==> config.mk <==
export PLATFORM = sky130hd
export DESIGN_NAME = uart_tx_engine_flat
export DESIGN_NICKNAME = d
export VERILOG_FILES = /design/src/rtl/uart_pkg.sv /design/src/rtl/uart_tx_engine_if.sv /design/src/rtl/uart_tx_shift.sv /design/src/rtl/uart_tx_engine.sv /design/src/flat_wrapper.sv
export SDC_FILE = /design/constraint.sdc
export NUM_CORES = 1
export LEC_CHECK = 0
export ABC_CLOCK_PERIOD_IN_PS = 2800
export CAP_MARGIN = 20
export CORE_MARGIN = 5
export CORE_UTILIZATION = 52
export CTS_BUF_LIST = sky130_fd_sc_hd__clkbuf_16
export DETAILED_ROUTE_END_ITERATION = 10
export PLACE_DENSITY_LB_ADDON = 0.15
export SYNTH_ARGS = -nofsm -noshare
export SYNTH_HDL_FRONTEND = slang
export SYNTH_HIERARCHICAL = 1
export SYNTH_SLANG_ARGS = --single-unit
==> constraint.sdc <==
create_clock -name clk -period 2.8 [get_ports clk]
set_clock_uncertainty 0.15 [all_clocks]
set_input_delay 0.28 -clock clk [delete_from_list [all_inputs] [get_ports clk]]
set_output_delay 0.28 -clock clk [all_outputs]
set_load 0.1 [all_outputs]
==> src/rtl/uart_pkg.sv <==
// Shared types and constants for the UART transmit path.
package uart_pkg;

  localparam int unsigned CLKS_PER_BIT_DEFAULT = 208;
  localparam int unsigned UART_BUF_DEPTH       = 512;

  typedef enum logic [2:0] {
    S_IDLE,
    S_FETCH,
    S_LATCH,
    S_START,
    S_DATA,
    S_STOP
  } tx_state_t;

  // Requested lengths beyond the buffer size send the whole buffer once.
  function automatic logic [9:0] clamp_len(input logic [9:0] len);
    return (len > 10'(UART_BUF_DEPTH)) ? 10'(UART_BUF_DEPTH) : len;
  endfunction

endpackage

==> src/rtl/uart_tx_engine_if.sv <==
// Host control and Tx buffer read port of the UART transmit engine.
interface uart_tx_engine_if #(
  parameter int unsigned ADDR_W = 9
) ();

  logic              tx_start;
  logic [9:0]        tx_len;
  logic              tx_abort;
  logic [ADDR_W-1:0] tx_fifo_ra;
  logic              tx_fifo_ren;
  logic [7:0]        tx_fifo_rd;
  logic              tx_busy;
  logic              tx_done;

  modport master (
    output tx_start, tx_len, tx_abort, tx_fifo_rd,
    input  tx_fifo_ra, tx_fifo_ren, tx_busy, tx_done
  );

  modport slave (
    input  tx_start, tx_len, tx_abort, tx_fifo_rd,
    output tx_fifo_ra, tx_fifo_ren, tx_busy, tx_done
  );

endinterface

==> src/rtl/uart_tx_shift.sv <==
// Serializes one byte as start, 8 data bits LSB first and stop, on a registered tx pin.
module uart_tx_shift
  import uart_pkg::*;
#(
  parameter int unsigned CLKS_PER_BIT = CLKS_PER_BIT_DEFAULT
) (
  input  logic       clk,
  input  logic       reset_n,
  input  logic       load,
  input  logic       abort,
  input  logic [7:0] din,
  output logic       tx,
  output logic       bit_done,
  output logic       last_data_bit,
  output logic       frame_done
);

  localparam int unsigned BAUD_W = (CLKS_PER_BIT > 1) ? $clog2(CLKS_PER_BIT) : 1;
  localparam logic [BAUD_W-1:0] BAUD_MAX = BAUD_W'(CLKS_PER_BIT - 1);

  tx_state_t         phase;
  logic [BAUD_W-1:0] baud;
  logic [2:0]        bit_idx;
  logic [7:0]        sh;

  assign bit_done      = (phase != S_IDLE) && (baud == BAUD_MAX);
  assign last_data_bit = (phase == S_DATA) && (bit_idx == 3'd7);
  assign frame_done    = bit_done && (phase == S_STOP);

  always_ff @(posedge clk or negedge reset_n) begin
    if (!reset_n) begin
      phase   <= S_IDLE;
      baud    <= '0;
      bit_idx <= '0;
      sh      <= '0;
      tx      <= 1'b1;
    end else if (abort) begin
      phase <= S_IDLE;
      baud  <= '0;
      tx    <= 1'b1;
    end else if (load) begin
      phase   <= S_START;
      baud    <= '0;
      bit_idx <= '0;
      sh      <= din;
      tx      <= 1'b0;
    end else if (phase != S_IDLE) begin
      if (!bit_done) begin
        baud <= baud + 1'b1;
      end else begin
        baud <= '0;
        // The next bit is presented on tx at the edge that ends the current one.
        case (phase)
          S_START: begin
            phase   <= S_DATA;
            bit_idx <= '0;
            tx      <= sh[0];
            sh      <= {1'b0, sh[7:1]};
          end
          S_DATA: begin
            if (bit_idx == 3'd7) begin
              phase <= S_STOP;
              tx    <= 1'b1;
            end else begin
              bit_idx <= bit_idx + 3'd1;
              tx      <= sh[0];
              sh      <= {1'b0, sh[7:1]};
            end
          end
          default: begin
            phase <= S_IDLE;
            tx    <= 1'b1;
          end
        endcase
      end
    end
  end

endmodule

==> src/rtl/uart_tx_engine.sv <==
// UART transmit engine: fetches tx_len bytes from the Tx buffer and sends them as 8N1 frames.
module uart_tx_engine
  import uart_pkg::*;
#(
  parameter int unsigned CLKS_PER_BIT = CLKS_PER_BIT_DEFAULT,
  parameter int unsigned ADDR_W       = 9
) (
  input  logic            clk,
  input  logic            reset_n,
  uart_tx_engine_if.slave bus,
  output logic            tx
);

  tx_state_t         state;
  logic [9:0]        len_q;
  logic [9:0]        bytes_sent;
  logic [ADDR_W-1:0] ra_q;
  logic              ren_q;
  logic              busy_q;
  logic              done_q;
  logic              load;
  logic              accept;
  logic              bit_done;
  logic              last_data_bit;
  logic              frame_done;

  // done_q marks the final busy cycle of a transfer; a start there is still "while busy".
  assign accept = bus.tx_start && !bus.tx_abort && (bus.tx_len != '0) && !done_q;
  assign load   = (state == S_LATCH);

  assign bus.tx_fifo_ra  = ra_q;
  assign bus.tx_fifo_ren = ren_q;
  assign bus.tx_busy     = busy_q;
  assign bus.tx_done     = done_q;

  uart_tx_shift #(
    .CLKS_PER_BIT(CLKS_PER_BIT)
  ) u_shift (
    .clk          (clk),
    .reset_n      (reset_n),
    .load         (load),
    .abort        (bus.tx_abort),
    .din          (bus.tx_fifo_rd),
    .tx           (tx),
    .bit_done     (bit_done),
    .last_data_bit(last_data_bit),
    .frame_done   (frame_done)
  );

  always_ff @(posedge clk or negedge reset_n) begin
    if (!reset_n) begin
      state      <= S_IDLE;
      len_q      <= '0;
      bytes_sent <= '0;
      ra_q       <= '0;
      ren_q      <= 1'b0;
      busy_q     <= 1'b0;
      done_q     <= 1'b0;
    end else begin
      ren_q  <= 1'b0;
      done_q <= 1'b0;
      if (state != S_IDLE && bus.tx_abort) begin
        state  <= S_IDLE;
        busy_q <= 1'b0;
      end else begin
        case (state)
          S_IDLE: begin
            if (done_q) begin
              busy_q <= 1'b0;
            end else if (accept) begin
              len_q      <= clamp_len(bus.tx_len);
              bytes_sent <= '0;
              ra_q       <= '0;
              busy_q     <= 1'b1;
              ren_q      <= 1'b1;
              state      <= S_FETCH;
            end
          end
          S_FETCH: state <= S_LATCH;
          S_LATCH: state <= S_START;
          S_START: if (bit_done) state <= S_DATA;
          S_DATA:  if (bit_done && last_data_bit) state <= S_STOP;
          S_STOP: begin
            if (frame_done) begin
              if (bytes_sent + 10'd1 == len_q) begin
                done_q <= 1'b1;
                state  <= S_IDLE;
              end else begin
                bytes_sent <= bytes_sent + 10'd1;
                ra_q       <= ra_q + 1'b1;
                ren_q      <= 1'b1;
                state      <= S_FETCH;
              end
            end
          end
          default: state <= S_IDLE;
        endcase
      end
    end
  end

endmodule
==> src/flat_wrapper.sv <==
// flat-port wrapper written by rule: the top's interface ports become plain ports
module uart_tx_engine_flat import uart_pkg::*;
#(
  parameter int unsigned CLKS_PER_BIT = CLKS_PER_BIT_DEFAULT,
  parameter int unsigned ADDR_W       = 9
)
  (clk, reset_n, tx, bus_tx_start, bus_tx_len, bus_tx_abort, bus_tx_fifo_rd, bus_tx_fifo_ra, bus_tx_fifo_ren, bus_tx_busy, bus_tx_done);
  uart_tx_engine_if #(.ADDR_W(ADDR_W)) bus_i ();
  input  logic clk;
  input  logic reset_n;
  output logic tx;
  input wire logic [$bits(bus_i.tx_start)-1:0] bus_tx_start;
  input wire logic [$bits(bus_i.tx_len)-1:0] bus_tx_len;
  input wire logic [$bits(bus_i.tx_abort)-1:0] bus_tx_abort;
  input wire logic [$bits(bus_i.tx_fifo_rd)-1:0] bus_tx_fifo_rd;
  output wire logic [$bits(bus_i.tx_fifo_ra)-1:0] bus_tx_fifo_ra;
  output wire logic [$bits(bus_i.tx_fifo_ren)-1:0] bus_tx_fifo_ren;
  output wire logic [$bits(bus_i.tx_busy)-1:0] bus_tx_busy;
  output wire logic [$bits(bus_i.tx_done)-1:0] bus_tx_done;
  assign bus_i.tx_start = bus_tx_start;
  assign bus_i.tx_len = bus_tx_len;
  assign bus_i.tx_abort = bus_tx_abort;
  assign bus_i.tx_fifo_rd = bus_tx_fifo_rd;
  assign bus_tx_fifo_ra = bus_i.tx_fifo_ra;
  assign bus_tx_fifo_ren = bus_i.tx_fifo_ren;
  assign bus_tx_busy = bus_i.tx_busy;
  assign bus_tx_done = bus_i.tx_done;
  uart_tx_engine #(.CLKS_PER_BIT(CLKS_PER_BIT), .ADDR_W(ADDR_W)) u_core (.clk(clk), .reset_n(reset_n), .bus(bus_i), .tx(tx));
endmodule
==> results.yml <==
cts:
  cts.sink_count: 58
  clockBufferDepth: 2
  cts_tree: "built"
  cts_max_level: 3
  cts_root_buf: "clkbuf_16"
  clk_pin_slew_ns: 0.05
  insertion_delay_ns: 0.33
  cts_buffers: 9
logic_synthesis:
  synth_commonest_cells: "dfrtp_1, nor2_1, nand2_1, inv_1"
  yosysTopAreaCellShare_pct: 39.79
  synth.cell_area_sq_mm: 0.003585
  synth_top_cell_by_area: "dfrtp_1"
  synth_edf_count: 0
  synth_flop_cell: "dfrtp_1"
  synth_cell_types: 67
  yosysSeqAreaShare_pct: 40.52
  ys.warnings.count: 6
  ys_ff_latch: 58
  ys_top_cells_by_area: "dfrtp_1, nor2_1, nand2_1"
  postSynthNetCount: 420
  yosysMostFrequentCell: "dfrtp_1"
  synth_cells: 393
  syn_avg_cell_area_sq_um: 9.121
  ys_async_sr_fraction_pct: 100.0
outcome:
  status: "completed"
final_layout:
  antenna_cells: 0
  regArea_sq_mm: 0.001454
  nets: 479
  nFillCells: 571
  multi_input_area_sq_mm: 0.001953
  syn2layout_area_growth_pct: 26.21
  drive_gt1_share_pct: 18.60
timing:
  fmax_mhz: 370.0
  relSlewSlack_pct: 29.41
  hold_ws_ns: 0.3413
  hold_viol: 0
  drv_slew: 0
  period_share_pct: 96.53
  worst_pin_slew_ns: 1.050
  setup_violations: 0
  finalCriticalPeriod_ns: 2.703
critical_path:
  critPathRequiredTime_ns: 2.87
  reg2reg_slack_ns: 0.1
  end_kind: "flop"
  path_class: "reg -> reg"
  crit_start: "u_core/bytes_sent[0]"
  rr_worst_depth: 8
  cp-start-kind: "flop"
  arrival_ns: 2.78
  crit_fanout: 15
  crit_path_end: "u_core/bytes_sent[5]"
  reg2reg_from: "u_core/bytes_sent[0]"
  r2r-end: "u_core/bytes_sent[5]"
power:
  power.leakage_nw: 1.890
  pwr-share-comb_pct: 37.7
  power_frac_clock_pct: 30.3
  irDropWorstVdd_mv: 0.5760
  p_per_area_mw_per_mm2: 904.6
  pwr-share-seq_pct: 32.0
  cell_internal_pwr_w: 0.002472
  p_sw_w: 0.001621
  power.total_w: 0.004093
  swShare_pct: 39.61
placement:
  dp_hpwl_um: 6093
  io_buffers: 34
  gp_congestion: 0.8738
die:
  dieArea_sq_mm: 0.008654
  rows: 30
  dieHeight_um: 93.03
  initial_core_util_pct: 53.06
  coreArea_sq_mm: 0.006756
  die_w_um: 93.03
  io_pins: 35
route:
  drcViolationCount: 0
  avgRoutedWirePerCell_um: 16.57
  vias_per_cell: 5.885
  drt_iter0_drc: 133
  first_pass_iters: 4
  wl_um: 8897
  ant_nets: 0
  vias: 3160
global_route:
  grt_max_degree: 35
  grt_overflow: 0
  grt_first_pass_wirelength_um: 15090
  grt_pass1_vias: 3169
  antenna_found_initial: 0
  track_usage_pct: 21.72
job:
  maxCapViolations: 0
worst_hold_path:
  hold_path_class: "in -> async"
## state kept, by name, summed over array words and instances (netlist names), 3 cells and up
name,flops
u_core/bytes_sent,10
u_core/len_q,10
u_core/bus.tx_fifo_ra,9
u_core/u_shift/baud,8
u_core/u_shift/sh,8
u_core/state,3
u_core/u_shift/bit_idx,3
u_core/u_shift/phase,3
## per-layer routing
layer / wire length [um] / global-route usage (%) / vias to the layer above
met3: 340 / 4.264 / 14
li1: - / - / 1569
met2: 4486 / 36.59 / 56
met1: 3918 / 27.34 / 1521
met4: 152 / 8.791 / 0
met5: 0 / 0 / -
## kinds of logic (layout without fill, tap and decap cells)
group                      after synthesis  in the layout  share of synthesized area (%)
and+or+nand+nor                        161            161                          24.36
AOI/OAI and AO/OA                      100            100                          20.66
DFF                                     58             58                          40.52
buffers and inverters                   45            109                          5.968
xor gates and xnor gates                18             18                          5.026
muxes                                    6              6                          1.710
adders and majority gates                5              5                          1.745
## worst min-delay path by stage
stage	endpoint	start	slack [ns]	cells after the start
after floorplan	u_core/bus.tx_busy	reset_n	-0.17	0
after detailed placement	u_core/bus.tx_fifo_ra[4]	reset_n	0.17	1
after global routing	u_core/u_shift/sh[7]	bus_tx_fifo_rd[7]	0.37	2
after CTS	u_core/len_q[4]	u_core/len_q[4]	0.35	2
final	u_core/bus.tx_fifo_ren	reset_n	0.34	2
after global placement	u_core/bus.tx_fifo_ra[4]	reset_n	0.17	1
## placed cells by master (no fill, tap or decap), types with 3 or more instances in the layout
cell	synthesis	routed
dfrtp_1	57	56
buf_4	3	45
nor2_1	40	40
nand2_1	31	31
inv_1	23	24
clkdlybuf4s50_1	0	20
nand3_1	17	17
o21ai_0	17	17
nand2b_1	15	15
xnor2_1	12	12
nor4_1	11	11
o211ai_1	11	11
a211oi_1	11	11
or3_1	10	10
clkbuf_16	0	9
o22ai_1	9	9
a21oi_1	8	8
and3_1	6	6
o2111ai_1	6	6
a31oi_1	5	5
o221ai_1	5	5
mux2i_1	5	5
xor2_1	4	4
nor3_1	4	4
nand4_1	4	4
o211ai_2	4	4
ha_1	5	4
bufinv_16	0	3
clkinv_2	0	3
nor2b_1	3	3
o311ai_0	3	3
## layout make-up
cell class / instances / share of cell area, %
Timing Repair Buffer: 69 / 13.11
Inverter: 24 / 1.991
Tap cell: 80 / 2.212
Clock inverter: 7 / 2.406
Sequential cell: 58 / 32.13
Clock buffer: 9 / 4.978
Multi-Input combinational cell: 290 / 43.17
## through the flow
stage / area, sq um / cells / setup TNS, ns / setup slack (ns) / util (%)
after floorplan: 3585 / 393 / 0 / 0.1488 / -
after global placement: 4086 / 514 / -0.06781 / -0.01569 / 60.48
after detailed placement: 4086 / 514 / -1.167 / -0.1181 / 60.48
after CTS: 4449 / 531 / 0 / 0.004760 / 65.85
after global routing: 4524 / 537 / -0.2002 / -0.06660 / 66.96
final: 4524 / 537 / 0 / 0.09730 / 66.96
## worst max-delay path, cell delays in order (launching register included)
cell       delay, ns
dfrtp_1         0.41
ha_4            0.21
nand3_1         0.16
or3_1           0.43
a2111oi_4       0.42
and4_1          0.35
a21oi_4         0.08
buf_12          0.16
o221ai_1        0.22
## power groups by stage
stage / Combinational, W / Clock, W / Sequential [W]
floorplan: 0.000842 / 0 / 0.00157
global placement: 0.00145 / 0 / 0.00131
detailed placement: 0.00148 / 0 / 0.00132
CTS: 0.00152 / 0.00126 / 0.00131
global route: 0.00168 / 0.00130 / 0.00135
finish: 0.00154 / 0.00124 / 0.00131
## timing repair
action                     4_1_cts  5_1_grt
buffers inserted                 0        6
hold endpoints to repair        23        0
gates resized for setup          3        3
setup endpoints to repair       20       21
hold buffers                     1        0
pin swaps                        0        2
No activity file was read; power rests on OpenSTA's default activity.
==> RTL change: new RTL, same flow settings <==
`ADDR_W` is set to 9 in 3 places; all go to 8.
--- a/src/rtl/uart_tx_engine_if.sv
+++ b/src/rtl/uart_tx_engine_if.sv
@@ -1,6 +1,6 @@
 // Host control and Tx buffer read port of the UART transmit engine.
 interface uart_tx_engine_if #(
-  parameter int unsigned ADDR_W = 9
+  parameter int unsigned ADDR_W = 8
 ) ();
 
   logic              tx_start;
--- a/src/rtl/uart_tx_engine.sv
+++ b/src/rtl/uart_tx_engine.sv
@@ -3,7 +3,7 @@
   import uart_pkg::*;
 #(
   parameter int unsigned CLKS_PER_BIT = CLKS_PER_BIT_DEFAULT,
-  parameter int unsigned ADDR_W       = 9
+  parameter int unsigned ADDR_W       = 8
 ) (
   input  logic            clk,
   input  logic            reset_n,
--- a/src/flat_wrapper.sv
+++ b/src/flat_wrapper.sv
@@ -2,7 +2,7 @@
 module uart_tx_engine_flat import uart_pkg::*;
 #(
   parameter int unsigned CLKS_PER_BIT = CLKS_PER_BIT_DEFAULT,
-  parameter int unsigned ADDR_W       = 9
+  parameter int unsigned ADDR_W       = 8
 )
   (clk, reset_n, tx, bus_tx_start, bus_tx_len, bus_tx_abort, bus_tx_fifo_rd, bus_tx_fifo_ra, bus_tx_fifo_ren, bus_tx_busy, bus_tx_done);
   uart_tx_engine_if #(.ADDR_W(ADDR_W)) bus_i ();
Ports: changed (resized bus_tx_fifo_ra); port bits go from 35 to 34. The function was not compared with the original's and may differ.
==> RTL change against the original RTL <==
- sequential cell count down 1
- worst setup slack gained 0.11 ns
- sequential share of layout area grew 2.5 points
- cell area is 8.9% lower
- global-route usage decreased by 2.1 points
- synthesized cell count fell by 7.9%
- combinational power fell by 47%
- cell count fell by 9.1%
- wire length shrank 11%
- synthesized area fell by 5.5%
- hold slack improved by 0.0038 ns
- first-iteration DRC count increased by 35%
- power is 23% lower
- critical path type unchanged
- largest power group is now clock
==> RTL change: results (changes against the original RTL) <==
- Outcome: complete, no violations (unchanged)
- Total iterations of the first detailed-routing run: 5 (was 4)
- Layout Nets: 433 (was 479)
- Arrival @ worst endpoint: 2.65 ns (was 2.78 ns)
- Initial antenna violation count: 0 (unchanged)
- Max incr delay on CP: 0.42 ns
- Hold buffer count at cts: 1 (unchanged)
- ANT cells: 0 (unchanged)
- CTS H-tree depth: 3 (unchanged)
- Clk_lat worst skew: 0.32 ns
- Maximum vdd drop: 0.468 mV (was 0.576 mV)
- Largest net degree at the start of global routing: 43 (was 35)
- Syn Nets: 389 (was 420)
- Worst-margin pin slew: 0.980 ns (was 1.05 ns)
- Largest regs: u_core/bytes_sent: 10 flops, u_core/len_q: 10 flops
- Filler cells: 493 (was 571)
- Vias in the first global route: 2743 (was 3169)
- Vias/cell: 5.98 (was 5.88)
- Clock tree buffer depth: 2 (unchanged)
- Switching power total: 1.06 mW (was 1.62 mW)
- Area contributors post-synth: dfrtp_1, nor2_1, nand2_1 (unchanged)
- First-pass GRT wire length: 13200 µm (was 15100 µm)
- Layout cell share with drive strength beyond 1: 17.5% (was 18.6%)
- Post-DP HPWL: 5440 µm (was 6090 µm)
- Total track usage: 19.6% (was 21.7%)
- Gpl congestion: 0.894 (was 0.874)
- Top cells by instance count after synthesis: dfrtp_1, nor2_1, nand2_1, nand3_1, o21ai_0 (was dfrtp_1, nor2_1, nand2_1, inv_1)
- Synth cell types: 71 (was 67)
- Pre-CTS setup slack: 0.244 ns (was -0.118 ns)
- Delay-heaviest family, CP: simple AND/OR/NAND/NOR gates (unchanged)
- Initial DRC Count: 179 (was 133)
- Root Buffer: clkbuf_16 (unchanged)
- Hold WC Path Type: flop to flop (was input port to asynchronous set/reset pin)
- Mean routed wirelength per cell: 16.2 µm (was 16.6 µm)
- FMAX: 0.385 GHz (was 0.370 GHz)
- Total CTS buffers: 9 (unchanged)
- YS warnings: 6 (unchanged)
- CP Max Fanout: 10 (was 15)
- Register area share after synthesis: 42.1% (was 40.5%)
- Asr flop ratio synth: 100% (unchanged)
- Leak: 1.86 nW (was 1.89 nW)
- # resized after CTS: 0 (was 3)
- Clk slew on worst S/H paths: 0.05 ns (about the same)
- Crit path max-delay cell type: nor4_4 (was or3_1)
- Postcts setup bufs: 0 (unchanged)
- I/O Buffers: 33 (was 34)
-- RTL change: path summary, 6_finish.rpt --
check,startpoint,endpoint,slack [ns],cells after the start
max,u_core/bytes_sent[0],u_core/bytes_sent[6],0.20,8
min,u_core/len_q[0],u_core/len_q[0],0.35,2
max reg2reg,u_core/bytes_sent[0],u_core/bytes_sent[6],0.20,8
min reg2reg,u_core/len_q[0],u_core/len_q[0],0.35,2
max in group asynchronous,reset_n,u_core/bytes_sent[2],1.30,3
min in group asynchronous,reset_n,u_core/bus.tx_fifo_ra[4],0.50,2
-- RTL change: through the flow --
stage / std cells / hold WS [ns] / area (µm²) / power [mW]
floorplan: 362 / -0.166 / 3390 / 1.75
global placement: 471 / 0.326 / 3790 / 1.95
detailed placement: 471 / 0.339 / 3790 / 1.97
CTS: 488 / 0.352 / 4120 / 3.17
global route: 488 / 0.375 / 4120 / 3.32
finish: 488 / 0.345 / 4120 / 3.15
-- RTL change: power by group through the flow --
stage / registers (mW) / logic [mW] / clock network [mW]
after floorplan: 1.22 / 0.527 / 0
after CTS: 1.16 / 0.811 / 1.20
after detailed placement: 1.17 / 0.798 / 0
final: 1.17 / 0.810 / 1.18
after global routing: 1.19 / 0.895 / 1.24
after global placement: 1.17 / 0.781 / 0
-- RTL change: logic make-up (layout without fill, tap and decap cells) --
logic type	count (synthesis)	after routing	synth area share [%]
xor gates and xnor gates	18	18	4.65
DFF	57	57	42.1
adders and majority gates	5	5	1.85
muxes	7	7	2.10
AOI/OAI and AO/OA	86	86	18.3
and+or+nand+nor	156	156	25.7
buffers and inverters	33	82	5.21
-- RTL change: final cells by class --
cell class | instances | share of cell area (%)
inverter | 14 | 1.28
tap | 77 | 2.34
timing repair buffer | 52 | 10.7
clock inverter | 7 | 2.28
sequential | 57 | 34.6
clock buffer | 9 | 5.47
multi-input combinational | 272 | 43.3
-- RTL change: worst register-to-register path, stage by stage (launching register included) --
cell	delay [ns]
dfrtp_1	0.38
ha_1	0.22
or3b_1	0.38
a21oi_1	0.18
nor4_2	0.07
nor4_4	0.42
a21oi_2	0.15
buf_4	0.20
a221o_1	0.32
-- RTL change: layer usage --
metal | routed length, µm | track usage (%) | vias up | share of wire, %
li1 | - | - | 1426 | -
met1 | 3420 | 24.9 | 1402 | 43
met2 | 3970 | 32.2 | 78 | 50
met3 | 387 | 4.67 | 14 | 4.9
met4 | 147 | 7.57 | 0 | 1.9
met5 | 0 | 0 | - | 0
